<file path="config.mk">
export PLATFORM = sky130hd
export DESIGN_NAME = screen_scanout
export DESIGN_NICKNAME = d
export VERILOG_FILES = /design/src/rtl/screen_scanout.sv
export SDC_FILE = /design/constraint.sdc
export NUM_CORES = 1
export LEC_CHECK = 0
export CAP_MARGIN = 20
export CORE_UTILIZATION = 40
export CTS_CLUSTER_DIAMETER = 120
export CTS_CLUSTER_SIZE = 20
export DETAILED_ROUTE_END_ITERATION = 7
export PLACE_DENSITY = 0.69
export REMOVE_ABC_BUFFERS = 1
export SYNTH_ARGS = -nofsm -noshare
export SYNTH_HDL_FRONTEND = slang
export SYNTH_SLANG_ARGS = --single-unit
</file>
<file path="constraint.sdc">
create_clock -name clk -period 1.9 [get_ports clk]
set_clock_uncertainty 0.05 [all_clocks]
set_input_delay 0.285 -clock clk [delete_from_list [all_inputs] [get_ports clk]]
set_output_delay 0.285 -clock clk [all_outputs]
set_load 0.03 [all_outputs]
</file>
<file path="src/rtl/screen_scanout.sv">
// screen_scanout: fetches the 64x32 CHIP-8 framebuffer byte-by-byte over the shared memory port
// and streams its pixels in raster order over valid/ready. Build macro SCANOUT_INVERT_EN inverts pixel.
module screen_scanout #(
  parameter logic [15:0] screen_start = 16'h0100
) (
  input  logic        clk,
  input  logic        reset,
  input  logic        start,
  output logic        busy,
  output logic        frame_done,
  output logic        mem_read,
  output logic [15:0] mem_addr,
  input  logic        mem_grant,
  input  logic [7:0]  mem_read_byte,
  output logic        pixel_valid,
  input  logic        pixel_ready,
  output logic        pixel,
  output logic [5:0]  pixel_x,
  output logic [4:0]  pixel_y
);

`ifdef SCANOUT_INVERT_EN
  localparam logic invert = 1'b1;
`else
  localparam logic invert = 1'b0;
`endif

  typedef enum logic [1:0] {IDLE, REQ, FETCH, SHIFT} state_t;

  state_t     state;
  state_t     state_next;
  logic [7:0] byte_index;
  logic [7:0] shift_reg;
  logic [2:0] bit_cnt;
  logic       accept;
  logic       last_bit;
  logic       last_byte;

  assign accept    = pixel_valid && pixel_ready;
  assign last_bit  = (bit_cnt == 3'd7);
  assign last_byte = (byte_index == 8'hFF);

  // Eight bytes per row, MSB is the leftmost pixel, so the coordinates fall straight out of the counters.
  assign pixel_x = {byte_index[2:0], bit_cnt};
  assign pixel_y = byte_index[7:3];

  always_ff @(posedge clk) begin
    // NOTE: sequential state uses non-blocking assignments so every register updates from pre-edge values.
    if (reset) state <= IDLE;
    else       state <= state_next;
  end

  always_comb begin
    // NOTE: defaulting state_next first covers every path, so no latch is inferred.
    state_next = state;
    case (state)
      IDLE:    if (start) state_next = REQ;
      REQ:     if (mem_grant) state_next = FETCH;
      FETCH:   state_next = SHIFT;
      SHIFT:   if (accept && last_bit) state_next = last_byte ? IDLE : REQ;
      default: state_next = IDLE;
    endcase
  end

  always_ff @(posedge clk) begin
    if (reset) begin
      busy        <= 1'b0;
      frame_done  <= 1'b0;
      mem_read    <= 1'b0;
      mem_addr    <= 16'h0000;
      pixel_valid <= 1'b0;
      pixel       <= 1'b0;
      byte_index  <= 8'h00;
      shift_reg   <= 8'h00;
      bit_cnt     <= 3'd0;
    end else begin
      frame_done <= 1'b0;
      case (state)
        IDLE: begin
          if (start) begin
            byte_index <= 8'h00;
            bit_cnt    <= 3'd0;
            mem_addr   <= screen_start;
            mem_read   <= 1'b1;
            busy       <= 1'b1;
          end
        end
        FETCH: begin
          // Read data is valid the cycle after the granted request, which is this one.
          shift_reg   <= mem_read_byte;
          mem_read    <= 1'b0;
          pixel_valid <= 1'b1;
          pixel       <= mem_read_byte[7] ^ invert;
          bit_cnt     <= 3'd0;
        end
        SHIFT: begin
          if (accept) begin
            if (!last_bit) begin
              shift_reg <= {shift_reg[6:0], 1'b0};
              pixel     <= shift_reg[6] ^ invert;
              bit_cnt   <= bit_cnt + 3'd1;
            end else if (!last_byte) begin
              pixel_valid <= 1'b0;
              byte_index  <= byte_index + 8'd1;
              mem_addr    <= screen_start + {8'h00, byte_index} + 16'd1;
              mem_read    <= 1'b1;
            end else begin
              pixel_valid <= 1'b0;
              frame_done  <= 1'b1;
              busy        <= 1'b0;
            end
          end
        end
        default: ;
      endcase
    end
  end

endmodule

</file>
=== Word level (Yosys, flattened, before mapping) ===
Cells that the tools add are included.

* $add $sub $neg: 4
* Eq/ne operators: 13
* Mux-type cells: 38
* Bitwise operators: 3
* Reduce and logical (&&, ||, !) cells: 14

{| class="wikitable"
|+ Operators by type and width
! kind !! count
|-
| $mux 16 || 4
|-
| $mux 8 || 4
|-
| $pmux 16 s2 || 1
|-
| $ne 2x2->1 const B || 8
|-
| $pmux 8 s2 || 1
|-
| $reduce_and 5->1 || 3
|-
| $mux 7 || 2
|-
| $pmux 7 s2 || 1
|-
| $mux 1 || 13
|-
| $add 10x1->11 const B || 1
|-
| $add 9x8->10 const A || 1
|-
| $mux 3 || 3
|-
| $pmux 3 s3 || 1
|-
| $reduce_and 3->1 || 3
|-
| $add 8x1->8 const B || 1
|-
| $eq 8x8->1 const B || 1
|-
| $pmux 2 s4 || 1
|-
| $mux 2 || 3
|-
| $pmux 1 s2 || 3
|-
| $eq 2x2->1 const B || 2
|-
| $reduce_and 4->1 || 1
|-
| $reduce_bool 2->1 || 2
|-
| $reduce_or 4->1 || 1
|-
| $add 3x1->3 const B || 1
|-
| other kinds (7) || 10
|}

* Register bits: 41
* Input bits: 13
* Word-level logic and storage cells: 82

=== Logic depth before layout (Yosys ltp) ===
Gate-level depths: netlist (run 1).

* Depth after elaboration: 6
* Gate-level depth with buffers: 7
* Gate-level depth less buffers: 6

=== Worst setup path after synthesis (run 1) ===
Ideal clock, no wire load.

* Path type: register to register
* From: register bit_cnt[0]
* To: register mem_addr[7]
* Arrival time: 1.771 ns
* Data required time: 1.764 ns
* Setup slack: -0.006 ns
* Cell stages (with the launch flop): 7
* Path buffers: 0
* Cells stage by stage: dfxtp_1 ha_1 ha_1 nand3_2 a211oi_4 a41oi_1 a211oi_1

* Cells in the longest elaborated chain, start to end: 3

{| class="wikitable"
|+ Ends and longest elaborated chain
! what !! line !! source
|-
| start: declaration || 34 || <nowiki>logic [2:0] bit_cnt;</nowiki>
|-
| start signal: assignment || 101 || <nowiki>bit_cnt <= bit_cnt + 3'd1;</nowiki>
|-
| $eq 3x3->1 || 40 || <nowiki>assign last_bit = (bit_cnt == 3'd7);</nowiki>
|-
| $ne 2x2->1 (no line) || n/a ||
|-
| $reduce_and 5->1 (no line) || n/a ||
|-
| end signal: assignment || 83 || <nowiki>mem_addr <= screen_start;</nowiki>
|-
| end signal: assignment || 105 || <nowiki>mem_addr <= screen_start + {8'h00, byte_index} + 16'd1;</nowiki>
|-
| end: declaration || 12 || <nowiki>output logic [15:0] mem_addr,</nowiki>
|}

Every way passes these cells.
A chain may end at the register's enable or synchronous reset.

=== Worst setup path in the final report (run 1) ===
* From: register state[0]
* To: register byte_index[5]

* Cells in the longest elaborated chain, start to end: 3
* Elaborated cells between the ends (all ways): 9
* Classes of those cells: eq/ne (5); mux (1); reduce/logical (3)

{| class="wikitable"
|+ Ends and longest elaborated chain
! what !! line !! source
|-
| start: declaration || 30 || <nowiki>state_t state;</nowiki>
|-
| start signal: assignment || 50 || <nowiki>else state <= state_next;</nowiki>
|-
| $eq 2x2->1 or $logic_not 2->1 (tied branches) || 78 || <nowiki>case (state)</nowiki>
|-
| $ne 2x2->1 (no line) or $reduce_bool 2->1 (tied branches) || n/a ||
|-
| $reduce_and 5->1 (no line) || n/a ||
|-
| end signal: assignment || 104 || <nowiki>byte_index <= byte_index + 8'd1;</nowiki>
|-
| end: declaration || 32 || <nowiki>logic [7:0] byte_index;</nowiki>
|}

Parallel ways exist; a longest one is shown, timed or not.

==> results of run 1 <==
==> power by group through the flow <==
stage	Sequential [W]	Clock (W)	Combinational (W)
after floorplan	0.000854	0	0.000552
after global placement	0.000760	0	0.00102
after detailed placement	0.000765	0	0.00105
after CTS	0.000754	0.000342	0.00106
after global routing	0.000769	0.000368	0.00115
final	0.000754	0.000333	0.00106
==> routing by layer <==
layer / global-route usage [%] / vias to the layer above / part of all wire [%]
met5: 0 / - / 0
met1: 19.87 / 590 / 47
met3: 2.500 / 0 / 4.2
met4: 3.056 / 0 / 0
li1: - / 659 / -
met2: 30.26 / 45 / 49
==> repair_timing <==
action,CTS,global route
endpoints found under the hold margin,0,0
resized for setup,2,4
setup endpoints to repair,15,11
pin swaps,0,2
==> cell usage in the layout, fill, tap and decap left out, drive strengths merged, types with 5 or more instances in the layout <==
| master | instances |
|---|---|
| nand2 | 6 |
| nand2b | 5 |
| mux2i | 8 |
| inv | 6 |
| buf | 14 |
| nor3 | 5 |
| a21oi | 9 |
| dfxtp | 27 |
| ha | 9 |
| conb | 6 |
| nand3 | 6 |
| a211oi | 10 |
| nor2 | 17 |
| clkdlybuf4s50 | 38 |
==> final timing paths <==
path	from	to	slack, ps	cells after the start
setup / recovery	state[0]	byte_index[5]	110	6
hold / removal	mem_addr[8]	mem_addr[8]	430	2
setup reg to reg	state[0]	byte_index[5]	110	6
hold reg to reg	mem_addr[8]	mem_addr[8]	430	2
==> critical path: stages, from the launching register on <==
cell	delay, ps
dfxtp_1	350
buf_4	150
ha_2	280
nand4_2	220
a2111oi_4	350
a21oi_1	120
o21ba_1	230
==> per-stage QoR <==
stage                     hold WS (ps)  utilization (%)  cell area, um^2
final                            429.1            55.22             2037
after global routing             472.1            55.22             2037
after CTS                        441.6            54.88             2024
after detailed placement         419.4            53.43             1971
after global placement           410.5            53.43             1971
after floorplan                  304.1                -             1413
==> cell type report <==
| class | instances | area share (%) |
|---|---|---|
| clock inverter | 1 | 0.3686 |
| inverter | 6 | 1.106 |
| timing repair buffer | 52 | 24.45 |
| sequential | 27 | 26.66 |
| clock buffer | 3 | 2.027 |
| tap | 48 | 2.948 |
| multi-input combinational | 116 | 42.44 |
==> Yosys cell counts, types with 2 or more instances <==
master	instances	area, um^2
nand3b_1	2	15.01
nand2b_1	5	31.28
nor3_1	5	25.02
nor2_1	17	63.81
buf_2	3	15.01
mux2i_1	8	80.08
buf_4	17	127.6
a31oi_1	2	12.51
nand3_1	5	25.02
inv_1	6	22.52
ha_1	9	112.6
nand2_1	6	22.52
o21ai_0	3	15.01
a41oi_1	2	17.52
nor2b_1	2	12.51
dfxtp_1	27	540.5
a21oi_1	9	45.04
and3_1	2	12.51
a211oi_1	8	60.06
==> cell families after synthesis <==
family / share of synthesized area (%)
fa+ha+maj: 7.241
mux: 5.873
buf+inv: 11.83
simple gates: 17.22
other cells: 0.2411
flops: 34.75
compound gates: 22.85
==> impl_metrics.env, run 1 <==
export IMPL_grt_pass1_vias=1266
export IMPL_clk_transition_reported_paths_ps=100
export IMPL_postCtsHoldBufs=0
export IMPL_gr_total_overflow=0
export IMPL_fin_cells=253
export IMPL_firstDrtPassIters=5
export IMPL_post_cts_buffers=0
export IMPL_layout_nets=228
export IMPL_hold_violations=0
export IMPL_io_pins=45
export IMPL_grt_max_degree=17
export IMPL_yosysWarningCount=0
export IMPL_finalPower_w=0.002144
export IMPL_critical_path_class="flop to flop"
export IMPL_chipHeight_um=64.36
export IMPL_drive_above_1_share_pct=16.59
export IMPL_drc=0
export IMPL_ys_types=48
export IMPL_cts_sinks=27
export IMPL_switchingPower_w=0.0008044
export IMPL_maxCapViolCount=0
export IMPL_power_leakage_nw=0.7334
export IMPL_ys_seq_area_share_pct=34.75
export IMPL_worst_setup_path_end_kind="flop"
export IMPL_cp_start_kind="flop"
export IMPL_synth_edf_count=0
export IMPL_wl_um=3151
export IMPL_cp_max_fo=8
export IMPL_coreArea_um2=3689
export IMPL_tns_ps=0
export IMPL_cts_inserted_buffers=3
export IMPL_area_growth_pct=30.97
export IMPL_clock_path_buffers=2
export IMPL_power_density_nw_per_um2=1052
export IMPL_rsz0062_at_grt="no"
export IMPL_row_count=22
export IMPL_outcome="complete, no violations"
export IMPL_h_tree_depth=1
export IMPL_period_share_pct=94.10
export IMPL_p_clk_share_pct=15.5
export IMPL_dp_slack_ps=-239.9
export IMPL_finalSetupViolations=0
export IMPL_routedWlPerCell_um=12.45
export IMPL_fillers=353
export IMPL_cts_tree="built"
export IMPL_clock_latency_ps=270
export IMPL_hold_class="flop to flop"
export IMPL_grt_usage_pct=16.39
export IMPL_die_area_um2=4142
export IMPL_p_int_w=0.001339
export IMPL_fin_ws_ps=112.1
export IMPL_fmax_mhz=559.3
export IMPL_ir_drop_uv=515.3
export IMPL_dp_hpwl_um=2463
export IMPL_seqCellArea_um2=543.0
export IMPL_period_needed_ps=1788
export IMPL_cts_root_buf="clkbuf_8"
export IMPL_grt_first_pass_wirelength_um=5485
export IMPL_final_max_slew_viol_count=0
export IMPL_die_w_um=64.36
export IMPL_portBuffers=38
export IMPL_ys_ff_latch=27
export IMPL_slew_headroom_pct=65.47
export IMPL_p_comb_share_pct=49.3
export IMPL_synth_cells=167
export IMPL_multi_input_area_um2=864.6
export IMPL_synthArstFlopShare_pct=0
export IMPL_synth_main_ff_cell="dfxtp_1"
export IMPL_cp_arrival_ps=1960
export IMPL_p_sw_share_pct=37.52
export IMPL_worst_pin_slew_ps=515.7
export IMPL_p_seq_share_pct=35.2
export IMPL_dp_cells=249
export IMPL_drt_iter0_markers=34
export IMPL_syn_area_per_cell_um2=9.313
export IMPL_start_util_pct=42.16
export IMPL_syn_area_um2=1555
export IMPL_num_antenna_cells=0
export IMPL_dr_total_vias=1294
export IMPL_via_per_inst=5.115
export IMPL_ant_nets=0
export IMPL_gp_congestion=0.8083
export IMPL_cp_required_ps=2070
export IMPL_antenna_found_initial=0
No activity file was read; power rests on OpenSTA's default activity.
==> run 2, diff against run 1 <==
--- a/config.mk
+++ b/config.mk
@@ -6,11 +6,10 @@
 export NUM_CORES = 1
 export LEC_CHECK = 0
 export CAP_MARGIN = 20
-export CORE_UTILIZATION = 40
+export CORE_UTILIZATION = 30
 export CTS_CLUSTER_DIAMETER = 120
 export CTS_CLUSTER_SIZE = 20
 export DETAILED_ROUTE_END_ITERATION = 7
-export PLACE_DENSITY = 0.69
 export REMOVE_ABC_BUFFERS = 1
 export SYNTH_ARGS = -nofsm -noshare
 export SYNTH_HDL_FRONTEND = slang
==> run 2 against run 1 <==
Critical path depth down 5; fmax up 1.3%; total power up 0.31%; critical endpoint is now pixel_y[0]; largest cell class unchanged.
==> impl_metrics.env, run 2 (synthesis results as in run 1) <==
export IMPL_layout_nets=231
export IMPL_final_util_pct=43.05
export IMPL_dp_hpwl_um=2408
export IMPL_drive_above_1_share_pct=17.31
export IMPL_chipHeight_um=74
export IMPL_cp_max_fo=7
export IMPL_clock_latency_ps=270
export IMPL_postCtsHoldBufs=0
export IMPL_io_pins=45
export IMPL_area_growth_pct=34.19
export IMPL_routedWlPerCell_um=11.45
export IMPL_drt_iter0_markers=87
export IMPL_cp_arrival_ps=1430
export IMPL_place_area_um2=1994
export IMPL_drc=0
export IMPL_cts_inserted_buffers=3
export IMPL_cts_root_buf="clkbuf_8"
export IMPL_cts_tree="built"
export IMPL_portBuffers=38
export IMPL_finalSetupViolations=0
export IMPL_power_leakage_nw=0.7552
export IMPL_antenna_found_initial=0
export IMPL_cp_top_family="buffers and inverters"
export IMPL_clk_transition_reported_paths_ps=90
export IMPL_outcome="complete, no violations"
export IMPL_cp_required_ps=1560
export IMPL_final_area_um2=2087
export IMPL_die_area_um2=5476
export IMPL_cp_start_kind="flop"
export IMPL_power_density_nw_per_um2=1030
export IMPL_ant_nets=0
export IMPL_period_share_pct=92.86
export IMPL_grt_pass1_vias=1187
export IMPL_critPathSlowestCell="clkdlybuf4s50_1"
export IMPL_wl_um=3150
export IMPL_slowest_delay_ps=710
export IMPL_cts_sinks=27
export IMPL_fmax_mhz=566.8
export IMPL_firstDrtPassIters=4
export IMPL_ir_drop_uv=564.7
export IMPL_final_common_cell="clkdlybuf4s50_1"
export IMPL_num_antenna_cells=0
export IMPL_coreArea_um2=4848
export IMPL_grt_max_degree=16
export IMPL_hold_violations=0
export IMPL_tns_ps=0
export IMPL_cp_num_buf_inv=1
export IMPL_start_util_pct=32.08
export IMPL_worst_setup_path_end_kind="primary output"
export IMPL_gr_total_overflow=0
export IMPL_maxCapViolCount=0
export IMPL_grt_first_pass_wirelength_um=5395
export IMPL_die_w_um=74
export IMPL_row_count=25
export IMPL_critical_path_class="flop to primary output"
export IMPL_final_cell_mix="38 x clkdlybuf4s50_1, 26 x dfxtp_1, 17 x nor2_1, 16 x buf_4, 9 x a21oi_1"
export IMPL_period_needed_ps=1764
export IMPL_hold_class="flop to flop"
export IMPL_gp_congestion=0.7989
export IMPL_h_tree_depth=1
export IMPL_final_max_slew_viol_count=0
export IMPL_grt_usage_pct=12.58
export IMPL_via_per_inst=4.593
export IMPL_crit_chain="clkdlybuf4s50_1"
export IMPL_rsz0062_at_grt="no"
export IMPL_dr_total_vias=1263
export IMPL_clock_path_buffers=2
==> run 2: changes by cell type in the layout (fill, tap and decap cells not counted), sizes merged <==
| cell | delta |
|---|---|
| buf | +3 |
| clkinv | +1 |
| clkinvlp | -1 |
==> run 2: cell type report <==
cell class	instances	area, um^2
Sequential cell	27	541.8
Multi-Input combinational cell	116	872.1
Fill cell	501	2761
Timing Repair Buffer	55	520.5
Inverter	6	22.52
Clock inverter	1	5.005
Clock buffer	3	41.29
Tap cell	67	83.83
==> run 2: timing repair <==
action / in CTS / in global routing
buffers inserted: 0 / 3
pin swaps: 0 / 2
gates cloned: 0 / 0
resized for setup: 2 / 4
endpoints found under the setup margin: 15 / 10
==> run 2: stage by stage <==
step | hold WS (ps) | cells | setup slack (ps) | power [W]
floorplan | 304.1 | 149 | -351.3 | 0.001405
detailed placement | 412.6 | 268 | -294.5 | 0.001795
global route | 442.9 | 275 | 21.33 | 0.002324
global placement | 412.5 | 268 | -255.6 | 0.001782
finish | 427.2 | 275 | 135.7 | 0.002150
CTS | 431.0 | 272 | 9.128 | 0.002130
==> run 2: path summary, 6_finish.rpt <==
kind | cells after the start | slack (ps) | endpoint | start
max reg2reg | 7 | 160 | byte_index[3] | bit_cnt[1]
min reg2reg | 1 | 430 | mem_addr[9] | mem_addr[9]
min | 1 | 430 | mem_addr[9] | mem_addr[9]
max | 1 | 140 | pixel_y[0] | byte_index[3]
==> run 2: metal layers <==
metal	part of all wire [%]	vias to the layer above	global-route usage, %
met4	0.60	0	2.991
met3	3.7	2	2.846
met1	51	566	16.82
li1	-	664	-
met5	0	-	0
met2	45	31	20.61
==> run 2: where the power goes <==
| part | internal (W) | switching [W] | leakage [nW] |
|---|---|---|---|
| clock | 0.000147 | 0.000178 | 0.0255 |
| combinational | 0.000514 | 0.000560 | 0.510 |
| sequential | 0.000683 | 0.0000680 | 0.220 |
==> run 2: worst reg2reg max path, delay by kind of cell, from the launching register on <==
kind / cells / cell delay, ps
compound gates: 3 / 510
fa+ha+maj: 2 / 380
buf+inv: 1 / 180
flops: 1 / 360
simple gates: 1 / 150
